`src/rtl/store_merge_unit_if.sv`:
```
// Store request and data-memory signal bundle for store_merge_unit.
// slave is the unit's own view; master is the view of the pipeline/memory side.
interface store_merge_if #(
    parameter int ADDR_WIDTH = 32
);
    logic                  Req;
    logic [1:0]            MemWrite;
    logic [ADDR_WIDTH-1:0] Address;
    logic [31:0]           WriteData;
    logic                  Busy;
    logic                  Done;
    logic                  AlignErr;
    logic [ADDR_WIDTH-1:0] MemAddr;
    logic                  MemRdEn;
    logic [31:0]           MemRdData;
    logic                  MemWrEn;
    logic [31:0]           MemWrData;

    modport slave (
        input  Req, MemWrite, Address, WriteData, MemRdData,
        output Busy, Done, AlignErr, MemAddr, MemRdEn, MemWrEn, MemWrData
    );

    modport master (
        output Req, MemWrite, Address, WriteData, MemRdData,
        input  Busy, Done, AlignErr, MemAddr, MemRdEn, MemWrEn, MemWrData
    );
endinterface

```
`src/rtl/store_merge_unit.sv`:
```
// Word/byte/halfword store unit for a big-endian word memory without byte enables.
// Define MISALIGN_TRAP_EN to reject misaligned sh/sw with an AlignErr pulse.
//
// state   | meaning
// S_IDLE  | waiting for a store request
// S_RD    | read strobe for the read-modify-write word
// S_WAIT  | counting down remaining read latency
// S_MERGE | read data valid; merge the new lane into it
// S_WR    | write strobe and Done
module store_merge_unit #(
    parameter int ADDR_WIDTH = 32,
    parameter int RD_LATENCY = 1
) (
    input logic             Clk_i,
    input logic             Reset_n_i,
    store_merge_if.slave    bus
);
    typedef enum logic [2:0] {
        S_IDLE,
        S_RD,
        S_WAIT,
        S_MERGE,
        S_WR
    } state_t;

    localparam logic [1:0] WAIT_LOAD = (RD_LATENCY > 1) ? 2'(RD_LATENCY - 2) : 2'd0;

    state_t                state_q, state_d;
    logic [1:0]            op_q, op_d;
    logic [ADDR_WIDTH-1:0] addr_q, addr_d;
    logic [15:0]           wdata_q, wdata_d;
    logic [31:0]           wrdata_q, wrdata_d;
    logic [1:0]            cnt_q, cnt_d;
    logic                  err_q, err_d;
    logic                  misalign;
    logic [31:0]           merged;

`ifdef MISALIGN_TRAP_EN
    always_comb begin
        misalign = ((bus.MemWrite == 2'd3) && bus.Address[0]) ||
                   ((bus.MemWrite == 2'd1) && (bus.Address[1:0] != 2'b00));
    end
`else
    always_comb begin
        misalign = 1'b0;
    end
`endif

    // Big-endian lanes: byte offset 0 is the most significant byte.
    always_comb begin
        merged = bus.MemRdData;
        if (op_q == 2'd2) begin
            case (addr_q[1:0])
                2'd0:    merged[31:24] = wdata_q[7:0];
                2'd1:    merged[23:16] = wdata_q[7:0];
                2'd2:    merged[15:8]  = wdata_q[7:0];
                default: merged[7:0]   = wdata_q[7:0];
            endcase
        end else if (addr_q[1]) begin
            merged[15:0] = wdata_q;
        end else begin
            merged[31:16] = wdata_q;
        end
    end

    always_comb begin
        state_d  = state_q;
        op_d     = op_q;
        addr_d   = addr_q;
        wdata_d  = wdata_q;
        wrdata_d = wrdata_q;
        cnt_d    = cnt_q;
        err_d    = 1'b0;
        case (state_q)
            S_IDLE: begin
                if (bus.Req && (bus.MemWrite != 2'd0)) begin
                    op_d    = bus.MemWrite;
                    addr_d  = bus.Address;
                    wdata_d = bus.WriteData[15:0];
                    if (misalign) begin
                        err_d = 1'b1;
                    end else if (bus.MemWrite == 2'd1) begin
                        wrdata_d = bus.WriteData;
                        state_d  = S_WR;
                    end else begin
                        state_d = S_RD;
                    end
                end
            end
            S_RD: begin
                cnt_d   = WAIT_LOAD;
                state_d = (RD_LATENCY > 1) ? S_WAIT : S_MERGE;
            end
            S_WAIT: begin
                if (cnt_q == 2'd0) begin
                    state_d = S_MERGE;
                end else begin
                    cnt_d = cnt_q - 2'd1;
                end
            end
            S_MERGE: begin
                wrdata_d = merged;
                state_d  = S_WR;
            end
            S_WR: begin
                state_d = S_IDLE;
            end
            default: begin
                state_d = S_IDLE;
            end
        endcase
    end

    always_ff @(posedge Clk_i) begin
        if (!Reset_n_i) begin
            state_q  <= S_IDLE;
            op_q     <= 2'd0;
            addr_q   <= '0;
            wdata_q  <= 16'd0;
            wrdata_q <= 32'd0;
            cnt_q    <= 2'd0;
            err_q    <= 1'b0;
        end else begin
            state_q  <= state_d;
            op_q     <= op_d;
            addr_q   <= addr_d;
            wdata_q  <= wdata_d;
            wrdata_q <= wrdata_d;
            cnt_q    <= cnt_d;
            err_q    <= err_d;
        end
    end

    assign bus.Busy      = (state_q != S_IDLE);
    assign bus.MemRdEn   = (state_q == S_RD);
    assign bus.MemWrEn   = (state_q == S_WR);
    assign bus.Done      = (state_q == S_WR) || err_q;
    assign bus.MemAddr   = {addr_q[ADDR_WIDTH-1:2], 2'b00};
    assign bus.MemWrData = wrdata_q;
`ifdef MISALIGN_TRAP_EN
    assign bus.AlignErr  = err_q;
`else
    assign bus.AlignErr  = 1'b0;
`endif
endmodule
```
`src/flat_wrapper.sv`:
```
// flat-port wrapper written by rule: the top's interface ports become plain ports
module store_merge_unit_flat 
#(
    parameter int ADDR_WIDTH = 32,
    parameter int RD_LATENCY = 1
)
  (Clk_i, Reset_n_i, bus_Req, bus_MemWrite, bus_Address, bus_WriteData, bus_MemRdData, bus_Busy, bus_Done, bus_AlignErr, bus_MemAddr, bus_MemRdEn, bus_MemWrEn, bus_MemWrData);
  store_merge_if #(.ADDR_WIDTH(ADDR_WIDTH)) bus_i ();
  input logic Clk_i;
  input logic Reset_n_i;
  input wire logic [$bits(bus_i.Req)-1:0] bus_Req;
  input wire logic [$bits(bus_i.MemWrite)-1:0] bus_MemWrite;
  input wire logic [$bits(bus_i.Address)-1:0] bus_Address;
  input wire logic [$bits(bus_i.WriteData)-1:0] bus_WriteData;
  input wire logic [$bits(bus_i.MemRdData)-1:0] bus_MemRdData;
  output wire logic [$bits(bus_i.Busy)-1:0] bus_Busy;
  output wire logic [$bits(bus_i.Done)-1:0] bus_Done;
  output wire logic [$bits(bus_i.AlignErr)-1:0] bus_AlignErr;
  output wire logic [$bits(bus_i.MemAddr)-1:0] bus_MemAddr;
  output wire logic [$bits(bus_i.MemRdEn)-1:0] bus_MemRdEn;
  output wire logic [$bits(bus_i.MemWrEn)-1:0] bus_MemWrEn;
  output wire logic [$bits(bus_i.MemWrData)-1:0] bus_MemWrData;
  assign bus_i.Req = bus_Req;
  assign bus_i.MemWrite = bus_MemWrite;
  assign bus_i.Address = bus_Address;
  assign bus_i.WriteData = bus_WriteData;
  assign bus_i.MemRdData = bus_MemRdData;
  assign bus_Busy = bus_i.Busy;
  assign bus_Done = bus_i.Done;
  assign bus_AlignErr = bus_i.AlignErr;
  assign bus_MemAddr = bus_i.MemAddr;
  assign bus_MemRdEn = bus_i.MemRdEn;
  assign bus_MemWrEn = bus_i.MemWrEn;
  assign bus_MemWrData = bus_i.MemWrData;
  store_merge_unit #(.ADDR_WIDTH(ADDR_WIDTH), .RD_LATENCY(RD_LATENCY)) u_core (.Clk_i(Clk_i), .Reset_n_i(Reset_n_i), .bus(bus_i));
endmodule
```
`config.mk`:
```
export PLATFORM = sky130hd
export DESIGN_NAME = store_merge_unit_flat
export DESIGN_NICKNAME = d
export VERILOG_FILES = /design/src/rtl/store_merge_unit_if.sv /design/src/rtl/store_merge_unit.sv /design/src/flat_wrapper.sv
export SDC_FILE = /design/constraint.sdc
export NUM_CORES = 1
export LEC_CHECK = 0
export BUFFER_PORTS_ARGS = -buffer_cell sky130_fd_sc_hd__buf_2
export CORE_MARGIN = 5
export CORE_UTILIZATION = 40
export CTS_BUF_LIST = sky130_fd_sc_hd__clkbuf_2
export CTS_CLUSTER_DIAMETER = 40
export DETAILED_ROUTE_END_ITERATION = 10
export PLACE_DENSITY = 0.65
export REMOVE_ABC_BUFFERS = 1
export SYNTH_ARGS = -nofsm -noshare
export SYNTH_HDL_FRONTEND = slang
export SYNTH_SLANG_ARGS = --single-unit
export TNS_END_PERCENT = 100
```
`constraint.sdc`:
```
create_clock -name Clk_i -period 1.89 [get_ports Clk_i]
set_input_delay 0.2835 -clock Clk_i [delete_from_list [all_inputs] [get_ports Clk_i]]
set_output_delay 0.2835 -clock Clk_i [all_outputs]
set_load 0.1 [all_outputs]
```
# After elaboration in Yosys (flattened, before gate mapping)
# Index checks and enable logic that the tools add are counted.
# op_classes
addsub	1
n_eq_ne	12
n_mux	16
reduce_logical	13
# ops
cell	n
32-bit two-way mux	3
32-bit one-hot mux with 2 select lines	1
16-bit two-way mux	2
8-bit two-way mux	4
3-bit one-hot mux with 4 select lines	1
3-bit two-way mux	3
3-bit by 2-bit equality test with 1-bit output, second input constant	2
2-bit by 1-bit inequality test with 1-bit output, second input constant	3
2-bit AND reduction	3
2-bit nonzero test	3
2-bit by 1-bit equality test with 1-bit output, second input constant	2
2-bit equality test, second input constant	2
2-bit logical NOT	2
2-bit one-hot mux with 2 select lines	1
3-bit by 1-bit equality test with 1-bit output, second input constant	1
3-bit equality test, second input constant	1
3-bit logical NOT	1
3-bit AND reduction	1
3-bit nonzero test	1
3-bit OR reduction	1
2-bit two-way mux	1
2-bit inequality test, second input constant	1
2-bit by 1-bit subtractor with 2-bit output, second input constant	1
1-bit logical AND	1
# totals
regBits	87
inputBits	101
wordCells	48

# Logic depth before layout (Yosys ltp)
# Gate-level depths: netlist (run 1).
# logic_depth
depth_word	5
mapped_depth	7

# Least setup slack after synthesis (run 1)
# No wires, ideal clock.
# synth_timing
path_kind	reg2out
start	register u_core.state_q[0]
end	output port bus_MemWrEn
arrival_time_ps	3436
t_required_ps	1607
path_slack_ps	-1829
stages_incl_launch_ff	4
cell_sequence	dfxtp_1 > clkbuf_1 > nor3b_1 > buf_4
# synth_between
elab_chain_len	1
# synth_rtl
element	line_no	rtl
start: declaration	store_merge_unit.sv:28	state_t state_q, state_d;
start signal: assignment	store_merge_unit.sv:124	state_q <= state_d;
3-bit equality test	-	
end: declaration	flat_wrapper.sv:21	output wire logic [$bits(bus_i.MemWrEn)-1:0] bus_MemWrEn;
# No other way between the ends.

# Worst setup path after layout (run 1)
# layout_timing
start	register u_core.state_q[0]
end	output port bus_Busy
# layout_between
elab_chain_len	1
# layout_rtl
element	line_no	rtl
3-bit nonzero test	store_merge_unit.sv:134	assign bus.Busy = (state_q != S_IDLE);
end: declaration	flat_wrapper.sv:16	output wire logic [$bits(bus_i.Busy)-1:0] bus_Busy;
# No other way between the ends.

==> impl_metrics.toml, run 1 <==
[outcome]
outcome = "finished, final reports clean"

[setup_path]
worst_r2r_path_depth = 7
worst_path_largest_cell_delay_ns = 0.40
regToRegEndpoint = "u_core.addr_q[29]"
worst_r2r_startpoint = "u_core.state_q[0]"
path_buf_inv = 2
timing.critical_path.max_delay_family = "simple AND/OR/NAND/NOR gates"
critPathKind = "register to output pin"
cells_along_the_critical_path = "buf_8, or3_4, buf_12"
end_kind = "output pin"
setup_slack_of_the_most_critical_reg_to_reg_path_ns = 0.13
critical_path_required_ns = 1.61
cpMaxStageDelayCell = "or3_4"
critical_path_arrival_ns = 1.60
startpoint_type_of_the_worst_setup_path = "register"
maximum_fanout_count_along_the_critical_path = 5

[floorplan]
floorplan.die.width_um = 112
fp.dieArea_um2 = 12600
height_of_the_chip_um = 112
boundaryPins = 170
placement_rows = 37
initial_core_util_pct = 40.7
fp.coreArea_um2 = 10300

[power_and_ir_drop]
leakage_nw = 2.56
powerDensity_nw_per_um2 = 976
worst_ir_drop_on_vdd_v = 0.000393

[routing]
count_of_antenna_violating_nets_left_after_detailed_routing = 0
firstDrtPassIters = 5
remaining_drc_errors = 0
routed_wire_length_per_instance_um = 15.8
drt-total-wl_mm = 13.3
via_count = 4286
drt_iter0_markers = 272
via_per_inst = 5.10

[sta]
grt_setup_unrepaired = "true"
max_slew_margin_pct = 65.8
worst_pin_slew_ns = 0.516
clock_skew_ns = 0.0279
timing.final.hold_violations = 0
finalSetupViolations = 0
fin_crit_ns = 1.89
slew_viol_final = 0
final.period_utilization_pct = 99.9
maxClockFrequency_mhz = 530

[yosys]
ys_ff_latch = 87
synth_ff_type = "dfxtp_1"
synth_top_cells_by_count = "nand2_1 (118), dfxtp_1 (87), a21boi_0 (50)"
count_of_flip_flops_with_a_built_in_enable_after_synthesis = 0
netlist.area_leader.share_pct = 41.7
ys_seq_area_share_pct = 41.7
synth.most_common_cell = "nand2_1"
ys_warn_count = 0
yosys-top-cells-area = "dfxtp_1 (42%), nand2_1 (11%), a21boi_0 (9.0%)"
synth_area_um2 = 4180
synthDistinctLibCells = 39
ys_async_sr_fraction_pct = 0
avgSynthCellArea_um2 = 8.26
synth_cells = 506
synthDominantAreaCellType = "dfxtp_1"

[global_routing]
maximum_number_of_pins_on_one_net_before_global_route_repair = 49
grt_pass1_wl_mm = 21.3
via_count_of_the_first_global_routing_pass = 4348
grt_antenna_before_repair = 1
grt_use_total_pct = 20.4
gr-total-overflow = 0

[finish]
num-nets-final = 803
flow.area_growth_from_synthesis_pct = 40.0
layout-drive-gt1-share_pct = 31.8
final_cell_area_um2 = 5850
final_core_util_pct = 57.0
num-fill-cells = 972

[worst_hold_path]
end_point_of_the_worst_hold_path = "u_core.addr_q[0]"
min_path_cells = 3
worstHoldStart = "bus_Address[0]"
class_of_the_most_critical_hold_timing_path = "input pin to register"

[placement]
post_dp_cell_area_um2 = 4980
io_buffers = 166
place.gp.congestion = 0.849
dpl.hpwl_mm = 9.14

[flow_run]
cap_violations = 0

[clocking]
clkLatencyLatePin_ns = 0.52
h_tree_level_count = 3
worst_setup_hold_path_clk_slew_ns = 0.22
clock_sinks = 87
clk_root_buffer_cell = "clkbuf_2"
numCtsBuffers = 9
clock_path_buffers = 2
cts_tree = "yes"
## cell type report
class / count / area, um2 / share of cell area (%)
clock inverters: 4 / 72.6 / 1.24
well taps: 136 / 170 / 2.91
flip-flops and latches: 87 / 1750 / 29.8
clock buffers: 10 / 50.0 / 0.855
repair buffers: 257 / 1780 / 30.4
inverters: 11 / 41.3 / 0.705
multi-input cells: 335 / 1990 / 34.1
diodes: 1 / 2.50 / 0.0428
## through the flow
step	setup slack [ns]	std cells	power (mW)	hold slack (ns)	TNS [ns]
after CTS	0.00459	839	5.71	0.0194	0
final	0.00179	841	5.71	0.0342	0
after floorplan	-3.20	433	3.86	0.412	-69.15
after detailed placement	-0.147	759	4.48	0.457	-2.12
after global placement	-0.0926	759	4.45	0.447	-1.44
after global routing	-0.0714	841	5.97	0.0107	-0.146
## how the worst max path moves through the flow
stage,start,end,slack (ns),cells past startpoint
finish,u_core.state_q[0],bus_Busy,0.002,3
global route,u_core.state_q[0],bus_Busy,-0.07,3
CTS,u_core.state_q[2],bus_Busy,0.005,3
detailed placement,u_core.state_q[2],u_core.bus.MemWrData[16],-0.15,4
global placement,u_core.state_q[2],u_core.bus.MemWrData[3],-0.09,4
floorplan,u_core.state_q[2],bus_Done,-3.20,1
## state kept, by name (all words and copies together), names as in the netlist
register and cells:
u_core.op_q 2, u_core.cnt_q 2, u_core.bus.MemWrData 32, u_core.addr_q 32, u_core.state_q 3, u_core.wdata_q 16
## layer usage
metal / vias to the layer above / part of all wire [%] / GRT usage (%)
met3: 18 / 8.0 / 5.34
met4: 0 / 1.4 / 5.05
met1: 1985 / 42 / 24.4
li1: 2108 / - / -
met5: - / 0 / 0
met2: 175 / 49 / 36.4
## cells in the final DEF, fill, tap and decap left out, types with 3 or more instances in the layout
| cell type | n |
|---|---|
| a221o_1 | 16 |
| a21boi_0 | 50 |
| o221ai_1 | 16 |
| inv_1 | 11 |
| nor2b_1 | 4 |
| buf_12 | 5 |
| a21oi_1 | 17 |
| nor2_1 | 12 |
| buf_6 | 5 |
| buf_2 | 162 |
| buf_4 | 20 |
| dfxtp_2 | 3 |
| clkbuf_2 | 10 |
| nand3_1 | 16 |
| o21ai_0 | 32 |
| conb_1 | 3 |
| mux2i_1 | 8 |
| dfxtp_1 | 84 |
| nand2_1 | 117 |
| a31oi_1 | 16 |
| dlygate4sd3_1 | 63 |
## worst reg2reg max path, delay by kind of cell, from the launching register on
| family | cells | cell delay [ns] |
|---|---|---|
| buffers and inverters | 3 | 0.47 |
| AOI/OAI and AO/OA | 2 | 0.44 |
| DFF | 1 | 0.39 |
| and+or+nand+nor | 2 | 0.39 |
## cells by family after synthesis
family                     synth area share, %
DFF                                       41.7
adders and majority gates                0.299
and+or+nand+nor                           17.3
xor gates and xnor gates                 0.210
buffers and inverters                     11.9
muxes                                     1.92
other                                   0.0897
AOI/OAI and AO/OA                         26.6
## what timing repair did
item                                   CTS  global route
endpoints found under the hold margin   78             0
hold buffers                            63             0
setup endpoints to repair               20            23
resized for setup                       15            10
pin swaps                                1             0
buffers inserted                         3             1
## report_power, final
group | switching [mW] | total (mW) | internal (mW)
clock | 0.611 | 1.04 | 0.427
combinational | 1.84 | 2.52 | 0.681
sequential | 0.120 | 2.15 | 2.03
No activity file was read; power rests on OpenSTA's default activity.
==> run 2, diff against run 1 <==
- MAX_ROUTING_LAYER: not set -> met4
==> impl_metrics.toml, run 2 (same netlist as run 1, synthesis figures left out) <==
[clocking]
clkLatencyLatePin_ns = 0.51
clk_root_buffer_cell = "clkbuf_2"
clock_sinks = 87
clock_path_buffers = 2
h_tree_level_count = 3
worst_setup_hold_path_clk_slew_ns = 0.22
numCtsBuffers = 9
cts_tree = "yes"

[sta]
fin_crit_ns = 1.88
slew_viol_final = 0
clock_skew_ns = 0.0273
final.period_utilization_pct = 99.6
timing.final.hold_violations = 0
finalSetupViolations = 0
grt_setup_unrepaired = "true"
maxClockFrequency_mhz = 531
max_slew_margin_pct = 65.9
worst_pin_slew_ns = 0.515

[setup_path]
worst_path_largest_cell_delay_ns = 0.40
critPathKind = "register to output pin"
critical_path_arrival_ns = 1.60
critical_path_required_ns = 1.61
cpMaxStageDelayCell = "or3_4"
maximum_fanout_count_along_the_critical_path = 5
startpoint_type_of_the_worst_setup_path = "register"
cells_along_the_critical_path = "buf_8, or3_4, buf_12"
end_kind = "output pin"

[worst_hold_path]
class_of_the_most_critical_hold_timing_path = "input pin to register"

[routing]
drt_iter0_markers = 297
remaining_drc_errors = 0
drt-total-wl_mm = 13.3
met3RoutedLength_mm = 1.03
via_per_inst = 5.09
routed_wire_length_per_instance_um = 15.8
routed-wl-met2_mm = 6.59
firstDrtPassIters = 5
wirelength_met1_mm = 5.48
via_count = 4283
top_signal_layer_used = "met4"
count_of_antenna_violating_nets_left_after_detailed_routing = 0

[finish]
num-nets-final = 803
commonest_cells_after_routing_fill_and_taps_aside = "buf_2 (162), nand2_1 (117), dfxtp_1 (84), dlygate4sd3_1 (63), a21boi_0 (50)"
layout-drive-gt1-share_pct = 31.8
flow.area_growth_from_synthesis_pct = 40.0
final_cell_area_um2 = 5850
mostFrequentLayoutCell = "buf_2"

[global_routing]
grt_use_total_pct = 21.0
grt_pass1_wl_mm = 21.3
maximum_number_of_pins_on_one_net_before_global_route_repair = 49
gr-total-overflow = 0
grt_antenna_before_repair = 1
via_count_of_the_first_global_routing_pass = 4358

[placement]
place.gp.congestion = 0.863
post_dp_cell_area_um2 = 4980
dpl.hpwl_mm = 9.14
io_buffers = 166

[floorplan]
boundaryPins = 170
placement_rows = 37
height_of_the_chip_um = 112
initial_core_util_pct = 40.7
fp.coreArea_um2 = 10300
floorplan.die.width_um = 112
fp.dieArea_um2 = 12600

[outcome]
outcome = "finished, final reports clean"

[power_and_ir_drop]
powerDensity_nw_per_um2 = 976
leakage_nw = 2.56
design_power_total_mw = 5.71
worst_ir_drop_on_vdd_v = 0.000394

[flow_run]
cap_violations = 0
run 2: worst max-delay path: cells and delay by family, from the launching register on:
kind | cells | cell delay [ns]
DFF | 1 | 0.39
and+or+nand+nor | 1 | 0.40
buffers and inverters | 2 | 0.31
run 2: cell type report:
class / count / area [um2]
Antenna cell: 1 / 2.50
Inverter: 11 / 41.3
Clock buffer: 10 / 50.0
Fill cell: 972 / 4420
Clock inverter: 4 / 72.6
Sequential cell: 87 / 1750
Tap cell: 136 / 170
Multi-Input combinational cell: 335 / 1990
Timing Repair Buffer: 257 / 1780
run 2: path summary, 6_finish.rpt:
path | startpoint | end | slack, ns | cells past startpoint
setup / recovery | u_core.state_q[0] | bus_Busy | 0.007 | 3
hold / removal | bus_Address[0] | u_core.addr_q[0] | 0.04 | 3
setup reg to reg | u_core.state_q[0] | u_core.addr_q[29] | 0.14 | 7
hold reg to reg | u_core.addr_q[20] | u_core.addr_q[20] | 0.48 | 2
run 2: timing repair:
item | in CTS | in global routing
pin swaps | 1 | 0
buffers inserted | 3 | 1
resized for setup | 15 | 10
hold buffers | 63 | 0
setup endpoints to repair | 20 | 23
hold endpoints to repair | 78 | 0
run 2: power by group:
| part | leakage [nW] | switching (mW) | internal (mW) |
|---|---|---|---|
| Sequential | 0.711 | 0.120 | 2.03 |
| Combinational | 1.77 | 1.84 | 0.681 |
| Clock | 0.0739 | 0.613 | 0.427 |
| Total | 2.56 | 2.57 | 3.14 |
run 2: stage by stage:
step	hold WS [ns]	std cells	worst slack, ns	setup TNS (ns)	util [%]
finish	0.0385	841	0.00667	0	57.0
global route	0.0107	841	-0.0714	-0.146	57.0
CTS	0.0194	839	0.00459	0	56.5
detailed placement	0.457	759	-0.147	-2.12	48.4
global placement	0.447	759	-0.0926	-1.44	48.4
floorplan	0.412	433	-3.20	-69.15	-
run 2: layer usage:
layer,GRT usage [%],up-vias
met4,5.05,0
met2,36.4,178
met5,-,-
li1,-,2107
met1,24.7,1982
met3,4.91,16
==> run 3, diff against run 2 <==
- SETUP_SLACK_MARGIN: not set -> 0.4
==> impl_metrics.toml, run 3 (same netlist as run 1, synthesis figures left out) <==
[sta]
final.hold.worst_slack_ns = 0.0716
finalSetupViolations = 2
final.period_utilization_pct = 102
grt_setup_unrepaired = "true"
slew_viol_final = 0
timing.final.hold_violations = 0
fin_crit_ns = 1.92
clock_skew_ns = 0.0298
layout_setup_ws_ns = -0.0318
maxClockFrequency_mhz = 520

[clocking]
numCtsBuffers = 9
h_tree_level_count = 3
clkLatencyLatePin_ns = 0.52
clk_root_buffer_cell = "clkbuf_2"
clock_sinks = 87
worst_setup_hold_path_clk_slew_ns = 0.23
cts_tree = "yes"
clock_path_buffers = 2

[placement]
io_buffers = 166
post_dp_cell_area_um2 = 4980
dpl.hpwl_mm = 9.14
place.gp.congestion = 0.863
dp_cells = 759
detailedPlace.worstSlack_ns = -0.147

[flow_run]
cap_violations = 0

[setup_path]
critical_path_arrival_ns = 2.34
setup_slack_of_the_most_critical_reg_to_reg_path_ns = -0.03
regToRegEndpoint = "u_core.addr_q[25]"
critical_path_required_ns = 2.31
maximum_fanout_count_along_the_critical_path = 8
startpoint_type_of_the_worst_setup_path = "register"
critPathKind = "register to register"
end_kind = "register"
worst_r2r_startpoint = "u_core.state_q[1]"
worst_r2r_path_depth = 10

[floorplan]
fp.dieArea_um2 = 12600
fp.coreArea_um2 = 10300
boundaryPins = 170
floorplan.die.width_um = 112
height_of_the_chip_um = 112
initial_core_util_pct = 40.7
placement_rows = 37

[finish]
stdcell_count = 866
final_cell_area_um2 = 7580
commonest_cells_after_routing_fill_and_taps_aside = "buf_2 (100), nand2_1 (81), dlygate4sd3_1 (64), dfxtp_2 (59), buf_12 (45)"
num-nets-final = 828
flow.area_growth_from_synthesis_pct = 81.3
layout-drive-gt1-share_pct = 52.0
mostFrequentLayoutCell = "buf_2"

[power_and_ir_drop]
power.combinational.fraction_pct = 52.0
design_power_total_mw = 6.91
power.share.sequential_pct = 32.8
switching_share_pct = 43.0
worst_ir_drop_on_vdd_v = 0.000525
cell_internal_pwr_mw = 3.94
clkPwrFrac_pct = 15.2
powerDensity_nw_per_um2 = 912
net_switching_component_of_the_power_mw = 2.97
leakage_nw = 3.11

[routing]
via_per_inst = 5.33
remaining_drc_errors = 0
count_of_antenna_violating_nets_left_after_detailed_routing = 0
drt_iter0_markers = 275
drt-total-wl_mm = 16.5
via_count = 4619
firstDrtPassIters = 5
routed_wire_length_per_instance_um = 19.1

[worst_hold_path]
class_of_the_most_critical_hold_timing_path = "input pin to register"
worstHoldStart = "bus_MemRdData[24]"
end_point_of_the_worst_hold_path = "u_core.bus.MemWrData[24]"
min_path_cells = 3

[global_routing]
grt_use_total_pct = 24.7
via_count_of_the_first_global_routing_pass = 4770
grt_pass1_wl_mm = 24.5
grt_antenna_before_repair = 1
maximum_number_of_pins_on_one_net_before_global_route_repair = 43
gr-total-overflow = 0

[outcome]
failed_checks = "setup timing"
outcome = "finished, violations left"
## run 3: cell count changes in the layout (fill, tap and decap cells not counted), moves of 17 or more
cell	previous run	this run
buf_2	162	100
a21boi_2	0	17
dfxtp_1	84	27
nand2_2	2	24
buf_12	5	45
nand2_1	117	81
buf_8	2	30
a21boi_0	50	2
a21boi_1	0	31
dfxtp_2	3	59
## run 3: final cells by class
type                       instances  area (um2)
timing repair buffer             282        3030
fill                             723        2700
multi-input combinational        335        2390
sequential                        87        1820
tap                              136         170
clock inverter                     4        72.6
clock buffer                      10        50.0
inverter                          11        41.3
antenna                            1        2.50
## run 3: power by group through the flow
stage                     combinational (mW)  sequential, mW  clock [mW]
after CTS                               3.08            2.19        1.08
after floorplan                        0.667            3.19           0
final                                   3.59            2.27        1.05
after global placement                  2.27            2.17           0
after detailed placement                2.30            2.18           0
after global routing                    3.73            2.29        1.14
## run 3: worst max-delay path, stage by stage, from the launching register on
cell	delay [ns]
dfxtp_2	0.39
buf_6	0.12
buf_4	0.17
nor4b_4	0.24
buf_4	0.15
buf_6	0.10
o21ai_4	0.12
buf_12	0.18
buf_16	0.14
nand2_1	0.08
a21boi_0	0.11
## run 3: repair_timing
| item | 4_1_cts | 5_1_grt |
|---|---|---|
| gates resized for setup | 189 | 282 |
| setup endpoints to repair | 146 | 145 |
| cloned | 9 | 0 |
| endpoints found under the hold margin | 78 | 1 |
| setup buffers | 13 | 6 |
| pin swaps | 5 | 30 |
| hold buffers | 63 | 1 |
## run 3: worst max path at each step
stage	start	endpoint	slack [ns]
global placement	u_core.state_q[2]	u_core.bus.MemWrData[3]	-0.09
global route	u_core.state_q[1]	u_core.addr_q[25]	-0.11
detailed placement	u_core.state_q[2]	u_core.bus.MemWrData[16]	-0.15
CTS	u_core.state_q[0]	bus_Busy	0.007
finish	u_core.state_q[1]	u_core.addr_q[25]	-0.03
floorplan	u_core.state_q[2]	bus_Done	-3.20
## run 3: metal layers
metal  track usage [%]  vias to the layer above  wire length (um)
met2              44.1                      188              8890
met5                 -                        -                 0
met1              27.7                     2231              6230
li1                  -                     2175                 -
met3              5.93                       25              1100
met4              6.09                        0               305
## run 3: through the flow
stage | util (%) | TNS, ns
6_report | 73.7 | -0.0362
5_1_grt | 73.7 | -0.339
4_1_cts | 64.8 | 0
2_1_floorplan | - | -69.15
3_3_place_gp | 48.4 | -1.44
3_5_place_dp | 48.4 | -2.12
